**config.mk**
```make
export PLATFORM = sky130hd
export DESIGN_NAME = muldiv_sequencer
export DESIGN_NICKNAME = d
export VERILOG_FILES = /design/src/rtl/muldiv_sequencer.sv
export SDC_FILE = /design/constraint.sdc
export NUM_CORES = 1
export LEC_CHECK = 0
export BUFFER_PORTS_ARGS = -buffer_cell sky130_fd_sc_hd__buf_2
export CAP_MARGIN = 20
export CORE_MARGIN = 1.5
export CORE_UTILIZATION = 50
export DETAILED_ROUTE_END_ITERATION = 12
export PLACE_DENSITY = 0.88
export SLEW_MARGIN = 15
export SYNTH_ARGS = -nofsm -noshare
export SYNTH_HDL_FRONTEND = slang
export SYNTH_SLANG_ARGS = --single-unit
```
**constraint.sdc**
```tcl
create_clock -name clock -period 2.3 [get_ports clock]
set_clock_uncertainty 0.1 [all_clocks]
set_input_delay 0.345 -clock clock [delete_from_list [all_inputs] [get_ports clock]]
set_output_delay 0.345 -clock clock [all_outputs]
set_load 0.01 [all_outputs]
```
**src/rtl/muldiv_sequencer.sv**
```systemverilog
// Sequencer for the shared multiply/divide units and the HI/LO register pair.
// Issues one start pulse, waits for completion, then writes HI/LO or reports an exception.
module muldiv_sequencer #(
    parameter int TIMEOUT = 40,
    parameter int CNT_W   = 6
) (
    input  logic             clock,
    input  logic             reset,
    input  logic             op_valid,
    input  logic             op_is_div,
    input  logic             abort,
    input  logic             mult_done,
    input  logic             div_done,
    input  logic             div_by_zero,
    output logic             op_ready,
    output logic             busy,
    output logic             start_mult,
    output logic             start_div,
    output logic             hilo_sel,
    output logic             hi_write,
    output logic             lo_write,
    output logic             done,
    output logic             div_zero_exc,
    output logic             timeout_err,
    output logic [CNT_W-1:0] last_cycles
);

    typedef enum logic [2:0] {
        S_IDLE,
        S_START,
        S_WAIT,
        S_WRITE,
        S_EXC,
        S_ERR
    } state_t;

    localparam logic [CNT_W-1:0] TMO_LAST = CNT_W'(TIMEOUT - 1);

    state_t           state_q, state_d;
    logic             op_kind_q, op_kind_d;
    logic [CNT_W-1:0] cnt_q, cnt_d;
    logic [CNT_W-1:0] last_q, last_d;
    logic             unit_done;

    always_ff @(posedge clock or negedge reset) begin
        if (!reset) begin
            state_q   <= S_IDLE;
            op_kind_q <= 1'b0;
            cnt_q     <= '0;
            last_q    <= '0;
        end else begin
            state_q   <= state_d;
            op_kind_q <= op_kind_d;
            cnt_q     <= cnt_d;
            last_q    <= last_d;
        end
    end

    // Only the done of the unit that was started counts.
    assign unit_done = op_kind_q ? div_done : mult_done;

    always_comb begin
        state_d   = state_q;
        op_kind_d = op_kind_q;
        cnt_d     = cnt_q;
        last_d    = last_q;
        case (state_q)
            S_IDLE: begin
                if (op_valid) begin
                    op_kind_d = op_is_div;
                    state_d   = S_START;
                end
            end
            S_START: begin
                cnt_d   = '0;
                state_d = S_WAIT;
            end
            S_WAIT: begin
                if (abort) begin
                    state_d = S_IDLE;
                end else if (op_kind_q && div_by_zero) begin
                    state_d = S_EXC;
                end else if (unit_done) begin
                    state_d = S_WRITE;
                    last_d  = cnt_q + CNT_W'(1);
                end else if (cnt_q == TMO_LAST) begin
                    state_d = S_ERR;
                end else begin
                    cnt_d = cnt_q + CNT_W'(1);
                end
            end
            S_WRITE, S_EXC, S_ERR: state_d = S_IDLE;
            default:               state_d = S_IDLE;
        endcase
    end

    // op_kind only changes on acceptance, so it doubles as the held mux select in IDLE.
    always_comb begin
        op_ready     = (state_q == S_IDLE);
        busy         = (state_q != S_IDLE);
        start_mult   = (state_q == S_START) && !op_kind_q;
        start_div    = (state_q == S_START) &&  op_kind_q;
        hilo_sel     = op_kind_q;
        hi_write     = (state_q == S_WRITE);
        lo_write     = (state_q == S_WRITE);
        done         = (state_q == S_WRITE);
        div_zero_exc = (state_q == S_EXC);
        timeout_err  = (state_q == S_ERR);
        last_cycles  = last_q;
    end

endmodule

```
# Word level (Yosys, flattened, before mapping)

Index checks and enable logic that the tools add are counted.

$add $sub $neg: 1
Eq/ne operators: 12
Muxes and demuxes: 12
Bitwise gates (word level): 2
Reduce and logical (&&, ||, !) cells: 11

Operators with widths:

| operator                                                        | count |
|---|---|
| 6-bit 2-to-1 mux                                                | 4 |
| 3-bit 2-to-1 mux                                                | 5 |
| 6-bit one-hot mux with 2 select lines                           | 1 |
| 2-bit != test, second input constant                            | 5 |
| 3-bit one-hot mux with 3 select lines                           | 1 |
| 6-bit by 1-bit adder with 6-bit output, second input constant   | 1 |
| 3-bit by 2-bit == test with 1-bit output, second input constant | 2 |
| 3-bit == test, second input constant                            | 2 |
| 6-bit == test, second input constant                            | 1 |
| 5-bit != test, second input constant                            | 1 |
| 5-bit AND reduction                                             | 1 |
| 2-bit AND reduction                                             | 2 |
| 4-bit AND reduction                                             | 1 |
| 3-bit by 1-bit == test with 1-bit output, second input constant | 1 |
| 1-bit logical AND                                               | 3 |
| 3-bit logical NOT                                               | 1 |
| 3-bit nonzero test                                              | 1 |
| 1-bit NOT                                                       | 2 |
| 2-bit nonzero test                                              | 1 |
| 1-bit logical NOT                                               | 1 |
| 1-bit 2-to-1 mux                                                | 1 |

Register bits after elaboration: 16
Input bits: 8
Output and inout bits: 16
Word-level logic and storage cells: 42

# Logic depth before layout (Yosys ltp)

Gate-level depths: netlist of run 1.

Word-level depth: 6
Mapped depth: 6

# Least setup slack after synthesis of run 1

No wires, ideal clock.

Path kind: register -> register
Start: register state_q[2]
End: register last_q[1], in the netlist last_cycles[1]
Setup time: 0.125 ns
Arrival: 1.471 ns
Data required time: 2.075 ns
Slack: 0.604 ns
Stages on the path, launching flop included: 5
Clock period less this slack: 1.696 ns
Cell sequence: dfrtp_1 buf_6 nor4b_4 a21boi_4 mux2_4

Cells in the longest elaborated chain, start to end: 2

Ends and longest elaborated chain:

| element                                  | RTL line | RTL |
|---|---|---|
| start: declaration                       | 39       | `state_t state_q, state_d;` |
| start signal: assignment                 | 52       | `state_q <= state_d;` |
| 3-bit by 2-bit == test with 1-bit output | 67       | `case (state_q)` |
| 4-bit AND reduction (no line)            | -        |  |
| end signal: assignment                   | 55       | `last_q <= last_d;` |
| end: declaration                         | 42       | `logic [CNT_W-1:0] last_q, last_d;` |

No other way between the ends.
A chain may end at the register's enable or synchronous reset.

# Worst setup path in the final report of run 1

Start: register state_q[0]
End: output port start_div

Cells in the longest elaborated chain, start to end: 2

Ends and longest elaborated chain:

| element                                  | RTL line | RTL |
|---|---|---|
| 3-bit by 1-bit == test with 1-bit output | 102      | `start_div = (state_q == S_START) && op_kind_q;` |
| 1-bit logical AND                        | 102      |  |
| end: declaration                         | 18       | `output logic start_div,` |

No other way between the ends.

==> results of run 1 <==
-- worst max path at each step --
stage | slack [ns] | to | from
after floorplan | 0.60 | last_cycles[1] | state_q[2]
after global placement | 0.55 | last_cycles[1] | state_q[2]
after detailed placement | 0.48 | last_cycles[1] | state_q[2]
after CTS | 0.24 | start_div | state_q[0]
after global routing | 0.11 | start_div | state_q[0]
final | 0.24 | start_div | state_q[0]
-- cells in the final DEF, fill, tap and decap left out, drive strengths merged --
cell,netlist,routed
buf,4,23
dfrtp,16,16
nor2,11,11
nand2,8,8
a21oi,6,6
nand3,5,5
inv,4,4
nand2b,4,4
mux2i,4,4
clkbuf,1,4
o21ai,3,3
nor3,2,2
nor3b,2,2
nor2b,2,2
and2,2,2
nand4,2,2
o211ai,2,2
xor2,2,2
o31ai,2,2
xnor2,2,2
nor4b,1,1
or3b,1,1
nand3b,1,1
o211a,1,1
and3,1,1
a21boi,1,1
a311oi,1,1
mux2,1,1
ha,1,1
dlygate4sd3,0,1
-- per-layer routing --
| layer | global-route usage [%] | up-vias | wire (µm) |
|---|---|---|---|
| met5 | 0 | - | 0 |
| met4 | 7.059 | 0 | 34 |
| met3 | 2.381 | 4 | 62 |
| met2 | 33.24 | 19 | 936 |
| met1 | 23.40 | 351 | 783 |
| li1 | - | 364 | - |
-- cell type report --
type                    count  area [µm²]  area share [%]
clock buffers               4       36.28           3.436
multi-input cells          68       447.9           42.42
flip-flops and latches     16       400.4           37.91
inverters                   4       15.01           1.422
well taps                  25       31.28           2.962
repair buffers             24       125.1           11.85
-- worst max-delay path: stages (launching register included) --
cell and delay, ns:
dfrtp_1 0.53, nor2b_1 0.25, nand2b_1 0.25, nor2_1 0.14, buf_2 0.14
-- through the flow --
| step | hold WS [ns] | worst slack [ns] | area (µm²) | std cells | power (mW) |
|---|---|---|---|---|---|
| after global routing | 0.1603 | 0.1079 | 1056 | 141 | 1.104 |
| final | 0.1521 | 0.2431 | 1056 | 141 | 1.030 |
| after detailed placement | 0.1759 | 0.4808 | 1010 | 136 | 0.8474 |
| after CTS | 0.1515 | 0.2426 | 1056 | 141 | 1.036 |
| after floorplan | -0.05059 | 0.6044 | 904.6 | 93 | 0.7187 |
| after global placement | 0.1718 | 0.5498 | 1010 | 136 | 0.8294 |
-- state kept, by name (all words and copies together), names as in the netlist --
signal,flops
state_q,3
last_cycles,6
hilo_sel,1
cnt_q,6
-- kinds of logic after synthesis --
kind of cell / share of synthesized area [%]
AO/OA/AOI/OAI: 12.45
adder cells (fa/ha/maj): 1.383
buffers and inverters: 6.223
XOR/XNOR: 3.873
flip-flops: 44.26
AND/OR/NAND/NOR: 25.73
multiplexers: 6.085
-- power by group through the flow --
stage / Combinational (mW) / Clock, mW / Sequential [mW]
after global placement: 0.393 / 0 / 0.436
final: 0.403 / 0.189 / 0.438
after floorplan: 0.280 / 0 / 0.439
after detailed placement: 0.403 / 0 / 0.444
after global routing: 0.447 / 0.208 / 0.449
after CTS: 0.406 / 0.193 / 0.438
-- repair_timing --
action / in CTS / in global routing
resized for setup: 0 / 0
endpoints found under the hold margin: 16 / 0
hold buffers: 1 / 0
buffers inserted: 0 / 0
==> impl_metrics.tcl, run 1 <==
set metrics [dict create \
    worstHoldStart "op_is_div" \
    vias 738 \
    yosysSeqAreaShare_pct 44.26 \
    yosysTopAreaCellShare_pct 44.26 \
    dp_hpwl_um 1418 \
    synth_nets 102 \
    clkTransAtPathRegs_ns 0.09 \
    fillCellCount 150 \
    drive_gt1_share_pct 27.59 \
    fp.dieW_um 45.54 \
    clock-sinks 16 \
    synth-edff-count 0 \
    startpoint_type "flip-flop" \
    peakVddDrop_mv 0.5015 \
    initial_utilization_pct 52.97 \
    grt_pass1_wl_um 2822 \
    rows 15 \
    p_leak_nw 0.4986 \
    ys_ff_latch 16 \
    synth_top_cell_by_area "dfrtp_1" \
    p_int_mw 0.6286 \
    clockBufferDepth 2 \
    yosys-top-cells-area "dfrtp_1, mux2i_1, nor2_1" \
    r2r_setup_slack_ns 0.46 \
    p_seq_share_pct 42.5 \
    power.share.clock_pct 18.4 \
    max_slew_margin_pct 72.35 \
    synthCells 93 \
    die_h_um 45.54 \
    pin_count 24 \
    worstHoldPathType "in2reg" \
    grt_antenna_before_repair 0 \
    diodes 0 \
    io_buffers 23 \
    rsz0062_at_grt "no" \
    synth_common_cells "dfrtp_1, nor2_1, nand2_1, a21oi_1, nand3_1" \
    slew_viol_final 0 \
    die_area_um2 2073 \
    ctsRootBufferMaster "clkbuf_4" \
    synth_cell_types 31 \
    synth_most_common_cell "dfrtp_1" \
    fin_tns_setup_ns 0 \
    yosys_warnings 0 \
    p_switching_mw 0.4013 \
    r2r-start "state_q[2]" \
    powerDensity_nw_per_um2 975.3 \
    drt_iter0_markers 23 \
    cts_buffers 3 \
    holdPathEnd "hilo_sel" \
    period_minus_slack_ns 2.057 \
    r2r_end "last_cycles[1]" \
    drc_errors 0 \
    core_area_um2 1708 \
    grt_pass1_vias 659 \
    routedWlPerCell_um 12.89 \
    wirelength_um 1817 \
    max_cap_violations 0 \
    finalSetupViolations 0 \
    track_usage_pct 18.97 \
    synth_area_um2 904.6 \
    async_flop_share_pct 100.0 \
    grt_max_degree 17 \
    syn_to_final_growth_pct 16.74 \
    min_period_over_period_pct 89.43 \
    firstDrtPassIters 4 \
    switching_share_pct 38.97 \
    worstMarginPinSlew_ns 0.4104 \
    worstRegToRegCells 3 \
    clk-insertion-delay-late_ns 0.29 \
    vias_per_cell 5.234 \
    outcome "finished, final reports clean" \
    fin_util_pct 61.83 \
    hold_depth 3 \
    ctsHtreeMaxLevel 1 \
    pwr-share-comb_pct 39.1 \
    antenna_left 0 \
    end_kind "output port" \
    cp.required_ns 1.86 \
    worstSetupPathType "reg2out" \
    worstPathMaxFanout 9 \
    syn_area_per_cell_um2 9.727 \
    finalHoldViolCount 0 \
    max_freq_mhz 486.2 \
    place_congestion 0.7787 \
    nets 126 \
    synthFlopType "dfrtp_1" \
    grt.overflow.total 0 \
    cts_tree "yes" \
    worst_ep_arrival_time_ns 1.61 \
]
(Power assumes the default switching activity.)
==> run 2, diff against run 1 <==
Settings changed: REMOVE_ABC_BUFFERS set to 1.
Clock period 2.3 ns to 2.39 ns, I/O delays scaled along.
==> impl_metrics.tcl, run 2 (synthesized netlist as in run 1, its figures left out) <==
set metrics [dict create \
    outcome "finished, final reports clean" \
    slew_viol_final 0 \
    worstHoldPathType "in2reg" \
    io_buffers 23 \
    cp_top_family "simple AND/OR/NAND/NOR gates" \
    diodes 0 \
    clkTransAtPathRegs_ns 0.09 \
    die_area_um2 2073 \
    worstSetupPathType "reg2out" \
    ctsHtreeMaxLevel 1 \
    core_area_um2 1708 \
    peakVddDrop_mv 0.4756 \
    clock-sinks 16 \
    ctsRootBufferMaster "clkbuf_4" \
    fin_tns_setup_ns 0 \
    cp.required_ns 1.93 \
    cpMaxStageDelayCell "dfrtp_1" \
    initial_utilization_pct 52.97 \
    cts_tree "yes" \
    finalSetupViolations 0 \
    nets 126 \
    max_freq_mhz 477.4 \
    antenna_left 0 \
    rows 15 \
    fp.dieW_um 45.54 \
    slowest_delay_ns 0.53 \
    vias_per_cell 5.404 \
    cp_num_buf_inv 1 \
    firstDrtPassIters 4 \
    worst_ep_arrival_time_ns 1.64 \
    place_congestion 0.7554 \
    path_cells "nor2b_1 > nand2b_1 > nor2_1 > buf_2" \
    worstPathMaxFanout 9 \
    track_usage_pct 19.82 \
    drive_gt1_share_pct 27.59 \
    layout_common_cells "buf_2, dfrtp_1, nor2_1" \
    p_total_mw 0.9949 \
    min_period_over_period_pct 87.64 \
    grt_max_degree 17 \
    end_kind "output port" \
    grt_antenna_before_repair 0 \
    grt_pass1_wl_um 2904 \
    vias 762 \
    syn_to_final_growth_pct 16.74 \
    rsz0062_at_grt "no" \
    max_slew_margin_pct 68.14 \
    worstMarginPinSlew_ns 0.4729 \
    drc_errors 0 \
    die_h_um 45.54 \
    post_cts_resized 0 \
    finalHoldViolCount 0 \
    final_common_cell "buf_2" \
    clk-insertion-delay-late_ns 0.30 \
    grt_pass1_vias 710 \
    max_cap_violations 0 \
    routedWlPerCell_um 13.36 \
    period_minus_slack_ns 2.095 \
    p_leak_nw 0.4986 \
    cts_buffers 3 \
    drt_iter0_markers 10 \
    grt.overflow.total 0 \
    powerDensity_nw_per_um2 942.1 \
    dp_hpwl_um 1355 \
    fillCellCount 142 \
    wirelength_um 1884 \
    pin_count 24 \
    startpoint_type "flip-flop" \
    clockBufferDepth 2 \
]
## run 2: cell counts in the layout (fill, tap and decap cells not counted)
No cell type changed its count.
## run 2: metrics by stage
step / cell area [µm²] / utilization (%) / instances / setup WS, ns / hold slack, ns
floorplan: 863.3 / - / 88 / 0.7059 / -0.03709
global placement: 1010 / 59.12 / 136 / 0.6431 / 0.1761
detailed placement: 1010 / 59.12 / 136 / 0.5719 / 0.1781
CTS: 1056 / 61.83 / 141 / 0.2976 / 0.1641
global route: 1056 / 61.83 / 141 / 0.1151 / 0.1826
finish: 1056 / 61.83 / 141 / 0.2954 / 0.1608
## run 2: final timing paths
| path | start | end | slack (ns) | cells past startpoint |
|---|---|---|---|---|
| max in group asynchronous | reset | cnt_q[3] | 1.56 | 2 |
| setup reg to reg | state_q[2] | last_cycles[1] | 0.52 | 3 |
| hold reg to reg | last_cycles[1] | last_cycles[1] | 0.43 | 1 |
| setup / recovery | state_q[0] | start_mult | 0.30 | 4 |
| min in group asynchronous | reset | cnt_q[2] | 0.38 | 2 |
| hold / removal | op_is_div | hilo_sel | 0.16 | 3 |
## run 2: layer usage
metal	share of wire (%)	up-vias	wire length (µm)	global-route usage, %
li1	-	368	-	-
met3	3.1	5	58	2.381
met5	0	-	0	0
met2	51	21	965	31.83
met4	2.5	0	47	12.35
met1	43	368	812	25.13
## run 2: where the power goes
group	total [mW]	leakage [nW]	internal (mW)	switching, mW
logic	0.391	0.271	0.169	0.222
registers	0.422	0.207	0.343	0.0791
clock network	0.182	0.0210	0.0931	0.0884
total	0.995	0.499	0.605	0.390
## run 2: what timing repair did
item / CTS / global route
buffers inserted: 0 / 0
hold endpoints to repair: 16 / 0
hold buffers: 1 / 0
## run 2: cell type report
type / count / area, µm² / share of cell area [%]
repair buffers: 24 / 125.1 / 11.85
flip-flops and latches: 16 / 400.4 / 37.91
multi-input cells: 68 / 447.9 / 42.42
inverters: 4 / 15.01 / 1.422
clock buffers: 4 / 36.28 / 3.436
well taps: 25 / 31.28 / 2.962
## run 2: worst register-to-register path: cells and delay by family (launching register included)
kind	cells	cell delay (ns)
flops	1	0.50
mux	1	0.33
compound gates	1	0.40
simple gates	1	0.43
==> run 3, diff against run 2 <==
Settings changed: CTS_CLUSTER_SIZE set to 30, MAX_ROUTING_LAYER set to met4.
==> impl_metrics.tcl, run 3 (synthesized netlist as in run 1, its figures left out) <==
set metrics [dict create \
    fillCellCount 142 \
    die_area_um2 2073 \
    diodes 0 \
    cts_buffers 3 \
    core_area_um2 1708 \
    worst_ep_arrival_time_ns 1.64 \
    cts_setup_buffers 0 \
    pin_count 24 \
    vias_per_cell 5.475 \
    p_leak_nw 0.4986 \
    clockBufferDepth 2 \
    rows 15 \
    clk-insertion-delay-late_ns 0.30 \
    final_common_cell "buf_2" \
    period_minus_slack_ns 2.097 \
    io_buffers 23 \
    r2r-start "state_q[2]" \
    slew_viol_final 0 \
    antenna_left 0 \
    dp_hpwl_um 1355 \
    endpoint "start_mult" \
    nets 126 \
    regArea_um2 400.4 \
    track_usage_pct 20.41 \
    max_freq_mhz 476.8 \
    layout_common_cells "buf_2, dfrtp_1, nor2_1" \
    r2r_end "last_cycles[1]" \
    grt_antenna_before_repair 0 \
    startpoint_type "flip-flop" \
    initial_utilization_pct 52.97 \
    worstSetupPathType "reg2out" \
    rsz0062_at_grt "no" \
    die_h_um 45.54 \
    clkTransAtPathRegs_ns 0.09 \
    powerDensity_nw_per_um2 941.9 \
    syn_to_final_growth_pct 16.74 \
    holdWs_ns 0.1590 \
    worstPathMaxFanout 9 \
    worstHoldPathType "in2reg" \
    fin_tns_setup_ns 0 \
    post-route-cell-area_um2 1056 \
    cp_num_buf_inv 1 \
    r2r_setup_slack_ns 0.52 \
    end_kind "output port" \
    ctsHtreeMaxLevel 1 \
    finalHoldViolCount 0 \
    place_congestion 0.7652 \
    outcome "finished, final reports clean" \
    drt_iter0_markers 14 \
    multi_input_area_um2 447.9 \
    wirelength_um 1870 \
    firstDrtPassIters 4 \
    post_cts_resized 0 \
    vias 772 \
    cp_top_family "simple AND/OR/NAND/NOR gates" \
    clock-sinks 16 \
    drc_errors 0 \
    cpMaxStageDelayCell "dfrtp_1" \
    routedWlPerCell_um 13.26 \
    cp.required_ns 1.93 \
    drive_gt1_share_pct 27.59 \
    finalSetupViolations 0 \
    cp.depth 4 \
    grt_pass1_wl_um 2904 \
    path_cells "nor2b_1 > nand2b_1 > nor2_1 > buf_2" \
    max_slew_margin_pct 67.97 \
    slowest_delay_ns 0.54 \
    max_cap_violations 0 \
    fp.dieW_um 45.54 \
    grt_max_degree 17 \
    worstRegToRegCells 3 \
    worstMarginPinSlew_ns 0.4754 \
    ctsRootBufferMaster "clkbuf_4" \
    grt_pass1_vias 710 \
    crit_path_start "state_q[0]" \
    cts_tree "yes" \
    min_period_over_period_pct 87.75 \
    grt.overflow.total 0 \
    postPlaceCellArea_um2 1010 \
    peakVddDrop_mv 0.4779 \
]
-- run 3: final cells by class --
type,instances,share of cell area [%]
multi-input combinational,68,42.42
clock buffer,4,3.436
tap,25,2.962
timing repair buffer,24,11.85
sequential,16,37.91
inverter,4,1.422
-- run 3: worst min-delay path by stage --
stage / start / to / slack, ns / cells past startpoint
after CTS: op_is_div / hilo_sel / 0.16 / 3
after global placement: reset / last_cycles[0] / 0.18 / 1
after global routing: op_is_div / hilo_sel / 0.18 / 3
after detailed placement: reset / last_cycles[0] / 0.18 / 1
after floorplan: reset / cnt_q[0] / -0.04 / 0
final: op_is_div / hilo_sel / 0.16 / 3
-- run 3: power breakdown --
| part | switching [mW] | internal (mW) |
|---|---|---|
| clock network | 0.0893 | 0.0931 |
| logic | 0.222 | 0.169 |
| registers | 0.0785 | 0.343 |
-- run 3: tightest hold or removal path, stage by stage --
cell	delay (ns)
buf_2	0.07
nand2_1	0.03
o21ai_0	0.06
-- run 3: per-layer routing --
metal  global-route usage (%)  up-vias  share of wire [%]
met5                        -        -                  0
met4                    12.35        0                2.5
met3                    2.381        5                4.8
met2                    31.83       31                 51
met1                    25.13      369                 41
li1                         -      367                  -
-- run 3: what timing repair did --
action,4_1_cts,5_1_grt
endpoints found under the setup margin,0,0
hold endpoints to repair,16,0
hold buffers,1,0
-- run 3: stage by stage --
stage	cells	setup WS (ns)	power [mW]	utilization (%)
final	141	0.2929	0.9946	61.83
after global routing	141	0.1150	1.067	61.83
after CTS	141	0.2976	0.9963	61.83
after detailed placement	136	0.5719	0.8144	59.12
after global placement	136	0.6431	0.7963	59.12
after floorplan	88	0.7059	0.6604	-
